**src/rtl/usb_fs_tx_phy_if.sv**
```systemverilog
// usb_fs_tx_phy_if: byte stream from the protocol engine into the FS transmit encoder
// tx_data/tx_valid/tx_last flow master->slave, tx_ready pulses slave->master when a byte is consumed
interface usb_fs_tx_phy_if;
    logic [7:0] tx_data;
    logic       tx_valid;
    logic       tx_last;
    logic       tx_ready;
    modport master (output tx_data, tx_valid, tx_last, input tx_ready);
    modport slave (input tx_data, tx_valid, tx_last, output tx_ready);
endinterface

```
**src/rtl/usb_fs_tx_phy.sv**
```systemverilog
// usb_fs_tx_phy: USB full-speed transmit line encoder (SYNC, NRZI, bit stuffing, EOP)
// clk_48mhz/reset: clock and synchronous active-high reset; tx: byte stream slave
// usb_p_tx/usb_n_tx/usb_tx_en: pin drive values and output enable
// tx_busy: packet in flight; tx_underflow: pulse when a mid-packet byte was missing
module usb_fs_tx_phy #(
    parameter int CLKS_PER_BIT = 4,
    parameter int EOP_SE0_BITS = 2
) (
    input  logic            clk_48mhz,
    input  logic            reset,
    usb_fs_tx_phy_if.slave  tx,
    output logic            usb_p_tx,
    output logic            usb_n_tx,
    output logic            usb_tx_en,
    output logic            tx_busy,
    output logic            tx_underflow
);
    typedef enum logic [2:0] {IDLE, SYNC, DATA, STUFF, EOP_SE0, EOP_J} state_t;
    localparam int PW = CLKS_PER_BIT > 1 ? $clog2(CLKS_PER_BIT) : 1;
    localparam logic [PW-1:0] PH_LAST = PW'(CLKS_PER_BIT - 1);
    localparam logic [3:0] SE0_LAST = 4'(EOP_SE0_BITS - 1);
    state_t state, state_nx;
    logic [PW-1:0] phase;
    logic [2:0] bit_cnt, bit_nx, ones, ones_nx;
    logic [7:0] cur, cur_nx, hold, nxt_byte;
    logic [3:0] se0_cnt, se0_nx;
    logic last, last_nx, hold_last, have_hold, nxt_last, line_j, line_nx;
    logic strobe, win, accept, underflow, emit, bit_v, load, adv;
    assign strobe = phase == PH_LAST;
    // bit 7 of a non-last byte on the line with no follow-up byte held yet
    assign win = state == DATA && bit_cnt == 3'd7 && !last && !have_hold;
    assign tx.tx_ready = !reset && tx.tx_valid && (state == IDLE || win);
    assign accept = win && tx.tx_ready;
    assign underflow = win && strobe && !tx.tx_valid;
    // a byte accepted on the final cycle of bit 7 bypasses the hold register
    assign nxt_byte = have_hold ? hold : tx.tx_data;
    assign nxt_last = have_hold ? hold_last : tx.tx_last;
    assign usb_tx_en = state != IDLE;
    assign tx_busy = state != IDLE;
    assign usb_p_tx = state != EOP_SE0 && line_j;
    assign usb_n_tx = state != EOP_SE0 && !line_j;
    assign tx_underflow = underflow;
    always_comb begin
        state_nx = state;
        bit_nx = bit_cnt;
        cur_nx = cur;
        last_nx = last;
        se0_nx = se0_cnt;
        emit = 1'b0;
        bit_v = 1'b0;
        load = 1'b0;
        adv = 1'b0;
        if (state == IDLE) begin
            if (tx.tx_ready) begin
                state_nx = SYNC;
                bit_nx = 3'd0;
                cur_nx = tx.tx_data;
                last_nx = tx.tx_last;
                se0_nx = 4'd0;
                emit = 1'b1;
            end
        end else if (strobe) begin
            case (state)
                SYNC: begin
                    emit = 1'b1;
                    bit_v = bit_cnt == 3'd7 ? cur[0] : bit_cnt == 3'd6;
                    state_nx = bit_cnt == 3'd7 ? DATA : SYNC;
                    bit_nx = bit_cnt + 3'd1;
                end
                DATA: begin
                    if (underflow) state_nx = EOP_SE0;
                    else if (ones == 3'd6) begin
                        state_nx = STUFF;
                        emit = 1'b1;
                    end else adv = 1'b1;
                end
                STUFF: adv = 1'b1;
                EOP_SE0: begin
                    se0_nx = se0_cnt + 4'd1;
                    state_nx = se0_cnt == SE0_LAST ? EOP_J : EOP_SE0;
                end
                default: state_nx = IDLE;
            endcase
            if (adv) begin
                if (bit_cnt != 3'd7) begin
                    state_nx = DATA;
                    bit_nx = bit_cnt + 3'd1;
                    emit = 1'b1;
                    bit_v = cur[bit_cnt + 3'd1];
                end else if (last) state_nx = EOP_SE0;
                else begin
                    state_nx = DATA;
                    bit_nx = 3'd0;
                    load = 1'b1;
                    cur_nx = nxt_byte;
                    last_nx = nxt_last;
                    emit = 1'b1;
                    bit_v = nxt_byte[0];
                end
            end
        end
        // NRZI: a 0 bit toggles J/K, a 1 bit holds the line
        line_nx = emit ? (bit_v ? line_j : !line_j) : (state_nx == EOP_J ? 1'b1 : line_j);
        ones_nx = emit ? (bit_v ? ones + 3'd1 : 3'd0) : ones;
    end
    always_ff @(posedge clk_48mhz) begin
        if (reset) begin
            state <= IDLE;
            phase <= '0;
            bit_cnt <= 3'd0;
            ones <= 3'd0;
            cur <= 8'd0;
            last <= 1'b0;
            hold <= 8'd0;
            hold_last <= 1'b0;
            have_hold <= 1'b0;
            line_j <= 1'b1;
            se0_cnt <= 4'd0;
        end else begin
            state <= state_nx;
            phase <= (state == IDLE || strobe) ? '0 : phase + PW'(1);
            bit_cnt <= bit_nx;
            ones <= ones_nx;
            cur <= cur_nx;
            last <= last_nx;
            line_j <= line_nx;
            se0_cnt <= se0_nx;
            hold <= accept ? tx.tx_data : hold;
            hold_last <= accept ? tx.tx_last : hold_last;
            have_hold <= load ? 1'b0 : (accept || have_hold);
        end
    end
endmodule
```
**src/flat_wrapper.sv**
```systemverilog
// flat-port wrapper written by rule: the top's interface ports become plain ports
module usb_fs_tx_phy_flat 
#(
    parameter int CLKS_PER_BIT = 4,
    parameter int EOP_SE0_BITS = 2
)
  (clk_48mhz, reset, usb_p_tx, usb_n_tx, usb_tx_en, tx_busy, tx_underflow, tx_tx_data, tx_tx_valid, tx_tx_last, tx_tx_ready);
  usb_fs_tx_phy_if tx_i ();
  input  logic clk_48mhz;
  input  logic reset;
  output logic usb_p_tx;
  output logic usb_n_tx;
  output logic usb_tx_en;
  output logic tx_busy;
  output logic tx_underflow;
  input wire logic [$bits(tx_i.tx_data)-1:0] tx_tx_data;
  input wire logic [$bits(tx_i.tx_valid)-1:0] tx_tx_valid;
  input wire logic [$bits(tx_i.tx_last)-1:0] tx_tx_last;
  output wire logic [$bits(tx_i.tx_ready)-1:0] tx_tx_ready;
  assign tx_i.tx_data = tx_tx_data;
  assign tx_i.tx_valid = tx_tx_valid;
  assign tx_i.tx_last = tx_tx_last;
  assign tx_tx_ready = tx_i.tx_ready;
  usb_fs_tx_phy #(.CLKS_PER_BIT(CLKS_PER_BIT), .EOP_SE0_BITS(EOP_SE0_BITS)) u_core (.clk_48mhz(clk_48mhz), .reset(reset), .tx(tx_i), .usb_p_tx(usb_p_tx), .usb_n_tx(usb_n_tx), .usb_tx_en(usb_tx_en), .tx_busy(tx_busy), .tx_underflow(tx_underflow));
endmodule
```
**config.mk**
```make
export PLATFORM = sky130hd
export DESIGN_NAME = usb_fs_tx_phy_flat
export DESIGN_NICKNAME = d
export VERILOG_FILES = /design/src/rtl/usb_fs_tx_phy_if.sv /design/src/rtl/usb_fs_tx_phy.sv /design/src/flat_wrapper.sv
export SDC_FILE = /design/constraint.sdc
export NUM_CORES = 1
export LEC_CHECK = 0
export BUFFER_PORTS_ARGS = -buffer_cell sky130_fd_sc_hd__buf_2
export CAP_MARGIN = 0
export CELL_PAD_IN_SITES_DETAIL_PLACEMENT = 1
export CELL_PAD_IN_SITES_GLOBAL_PLACEMENT = 1
export CORE_MARGIN = 2
export CORE_UTILIZATION = 47
export DETAILED_ROUTE_END_ITERATION = 6
export GPL_TIMING_DRIVEN = 0
export PLACE_DENSITY_LB_ADDON = 0.25
export SLEW_MARGIN = 20
export SYNTH_ARGS = -nofsm -noshare
export SYNTH_HDL_FRONTEND = slang
export SYNTH_SLANG_ARGS = --single-unit
export TNS_END_PERCENT = 100
```
**constraint.sdc**
```tcl
create_clock -name clk_48mhz -period 5.3 [get_ports clk_48mhz]
set_input_delay 1.06 -clock clk_48mhz [delete_from_list [all_inputs] [get_ports clk_48mhz]]
set_output_delay 1.06 -clock clk_48mhz [all_outputs]
set_load 0.03 [all_outputs]
```
==> flow_metrics.py <==
metrics = {
    "clock_network": {
        "cts_htree_levels": 2,
        "cts_setup_buffers": 0,
        "clockBufferDepth": 2,
        "numCtsBuffers": 5,
        "clockRootBuffer": "clkbuf_8",
        "clk_latency_ns": 0.30,
        "cts_resized": 0,
        "clkTransAtPathRegs_ns": 0.07,
        "cts_tree": "yes",
        "cts_sinks": 35,
        "cts_hold_buf": 0,
    },
    "global_routing": {
        "top_usage_layer": "met2",
        "grtUsageTotal_pct": 23.8,
        "use_met1_pct": 27.3,
        "grt-ovfl-total": 0,
        "grt_start_max_net_pins": 13,
        "grt_use_met3_pct": 7.56,
        "antenna_found_initial": 0,
        "grtUsageMet2_pct": 40.7,
        "grt_pass1_vias": 1912,
        "grt_pass1_wl_um": 8990,
    },
    "floorplanning": {
        "coreArea_um2": 4060,
        "row_count": 23,
        "io_pins": 18,
        "start_util_pct": 49.7,
        "die_h_um": 69.5,
        "die-area_um2": 4830,
        "die_w_um": 69.5,
    },
    "route": {
        "dr.pass1.iters": 4,
        "postRouteAntennaNets": 0,
        "drcViolationCount": 0,
        "first_iter_violations": 83,
        "routed_wl_um": 5530,
        "wl_per_cell_um": 17.1,
        "num_vias": 1893,
        "post_drt_via_cell_ratio": 5.84,
    },
    "yosys": {
        "syn_inst": 250,
        "synth_area_leader_cell": "dfxtp_1",
        "synthesis.area_per_instance_um2": 8.06,
        "synthFlopType": "dfxtp_1",
        "synth_edf_count": 0,
        "ys_ff_latch": 35,
        "syn-num-nets": 270,
        "seq_area_frac_synth_pct": 34.8,
        "synthDistinctLibCells": 50,
        "async_flop_share_pct": 0,
        "syn-cell-area_um2": 2020,
        "synthTopCellsByArea": "dfxtp_1 35%, nand2_1 7.1%, nor2_1 5.0%",
        "synth_top_area_share_pct": 34.8,
        "yosysWarnings": 0,
    },
    "hold_path": {
        "hold_path_class": "reg2reg",
        "holdPathEnd": "u_core.phase[0]$_SDFF_PP0_",
        "hp-start": "u_core.phase[0]$_SDFF_PP0_",
        "hold_depth": 1,
    },
    "power_and_ir_drop": {
        "p_leak_nw": 0.943,
        "p_per_area_nw_per_um2": 260,
        "fin_total_pwr_w": 0.000592,
        "peakVddDrop_mv": 0.135,
    },
    "timing": {
        "holdWs_ns": 0.448,
        "period_share_pct": 65.4,
        "tightest_slew_ns": 0.582,
        "grt_setup_unrepaired": "no",
        "period_needed_ns": 3.47,
        "setup_viol": 0,
        "skew_ns": 0.00638,
        "fin_setup_tns_ns": 0,
        "fmax_mhz": 288,
        "slew_headroom_pct": 61.2,
        "finalHoldViolations": 0,
        "maxSlewViolCount": 0,
    },
    "setup_path": {
        "cp-start-kind": "input pin",
        "end_kind": "primary output",
        "critPathSlowestCell": "nand3_1",
        "crit-reg2reg-capture": "u_core.cur[0]$_SDFFE_PP0P_",
        "r2r-start": "u_core.bit_cnt[1]$_SDFFE_PP0P_",
        "crit_chain": "clkbuf_1 -> nor2b_1 -> nand3_1 -> nand2_1 -> buf_2",
        "crit_fanout": 10,
        "reg2reg_slack_ns": 2.85,
        "worstRegToRegCells": 9,
        "worst_ep_required_time_ns": 4.24,
        "critPathKind": "in2out",
        "max_stage_delay_ns": 0.41,
        "cp_data_arrival_time_ns": 2.41,
    },
    "cells_and_area": {
        "area_delta_synth_final_pct": 13.1,
        "n_fill_cell": 521,
        "fin_nets": 293,
        "num_antenna_cells": 0,
        "layout_common_cells": "38 x nand2_1, 35 x dfxtp_1, 27 x nor2_1",
        "final_common_cell": "nand2_1",
        "drive_above_1_share_pct": 16.1,
        "post-route-cell-area_um2": 2280,
    },
    "placement": {
        "hpwl_um": 3910,
        "place_area_um2": 2160,
        "gp_congestion": 0.809,
        "io_buffer_count": 16,
    },
    "status": {
        "status": "complete, no violations",
    },
    "flow_run": {
        "maxCapViolations": 0,
    },
}
[Yosys cell counts, types with 3 or more instances]
cell type / instances
nand2_1: 38
dfxtp_1: 35
nor2_1: 27
a21oi_1: 20
nand3_1: 12
nand3b_1: 9
ha_1: 8
o21ai_0: 8
buf_2: 7
clkbuf_1: 7
nand2b_1: 7
nor2b_1: 6
and2_1: 5
inv_1: 5
mux2i_1: 4
xor2_1: 4
a22oi_1: 3
a311oi_1: 3
nor3_1: 3
nor3b_1: 3
[where the power goes]
| group | switching (W) | total (W) | internal [W] | leakage (nW) |
|---|---|---|---|---|
| clock network | 0.000107 | 0.000262 | 0.000155 | 0.0618 |
| registers | 0.00000475 | 0.000273 | 0.000268 | 0.283 |
| logic | 0.0000366 | 0.0000573 | 0.0000207 | 0.598 |
| total | 0.000148 | 0.000592 | 0.000444 | 0.943 |
[worst max-delay path: cells and delay by family]
family	cells	cell delay, ns
simple gates	3	0.95
buf+inv	2	0.40
[layer usage]
layer  vias to the layer above  wire, µm  part of all wire, %
met4                         0        87                  1.6
met3                        11       198                  3.6
met2                        41      2780                   50
met1                       918      2460                   45
li1                        923         -                    -
met5                         -         0                    0
[through the flow]
stage	instances	setup slack [ns]	utilization (%)
after floorplan	250	2.30	-
after global placement	316	1.90	53.2
after detailed placement	316	1.88	53.2
after CTS	324	1.86	56.2
after global routing	324	1.74	56.2
final	324	1.83	56.2
[kinds of logic after synthesis]
kind of cell | after synthesis | share of synthesized area, %
buffers and inverters | 22 | 4.90
adder cells (fa/ha/maj) | 8 | 4.97
flip-flops | 35 | 34.8
multiplexers | 5 | 3.10
XOR/XNOR | 5 | 2.17
AO/OA/AOI/OAI | 50 | 17.2
AND/OR/NAND/NOR | 125 | 32.9
[final cells by class]
class,instances,area (µm²),area share [%]
multi-input cells,193,1220,53.3
flip-flops and latches,35,701,30.7
clock buffers,6,82.6,3.62
repair buffers,16,80.1,3.51
plain buffers,16,76.3,3.35
well taps,50,62.6,2.74
clock inverters,2,38.8,1.70
inverters,6,22.5,0.988
[flip-flops by register name, indices dropped and copies added (netlist names), 2 cells and up]
name and flops:
u_core.se0_cnt 4, u_core.phase 2, u_core.ones 3, u_core.state 3, u_core.cur 8, u_core.bit_cnt 3
u_core.hold 8
[worst max-delay path by stage]
stage               startpoint           to  slack (ns)
finish                   reset  tx_tx_ready        1.83
global route             reset  tx_tx_ready        1.74
CTS                      reset  tx_tx_ready        1.86
detailed placement       reset  tx_tx_ready        1.88
global placement         reset  tx_tx_ready        1.90
floorplan                reset  tx_tx_ready        2.30
No activity file was read; power rests on OpenSTA's default activity.
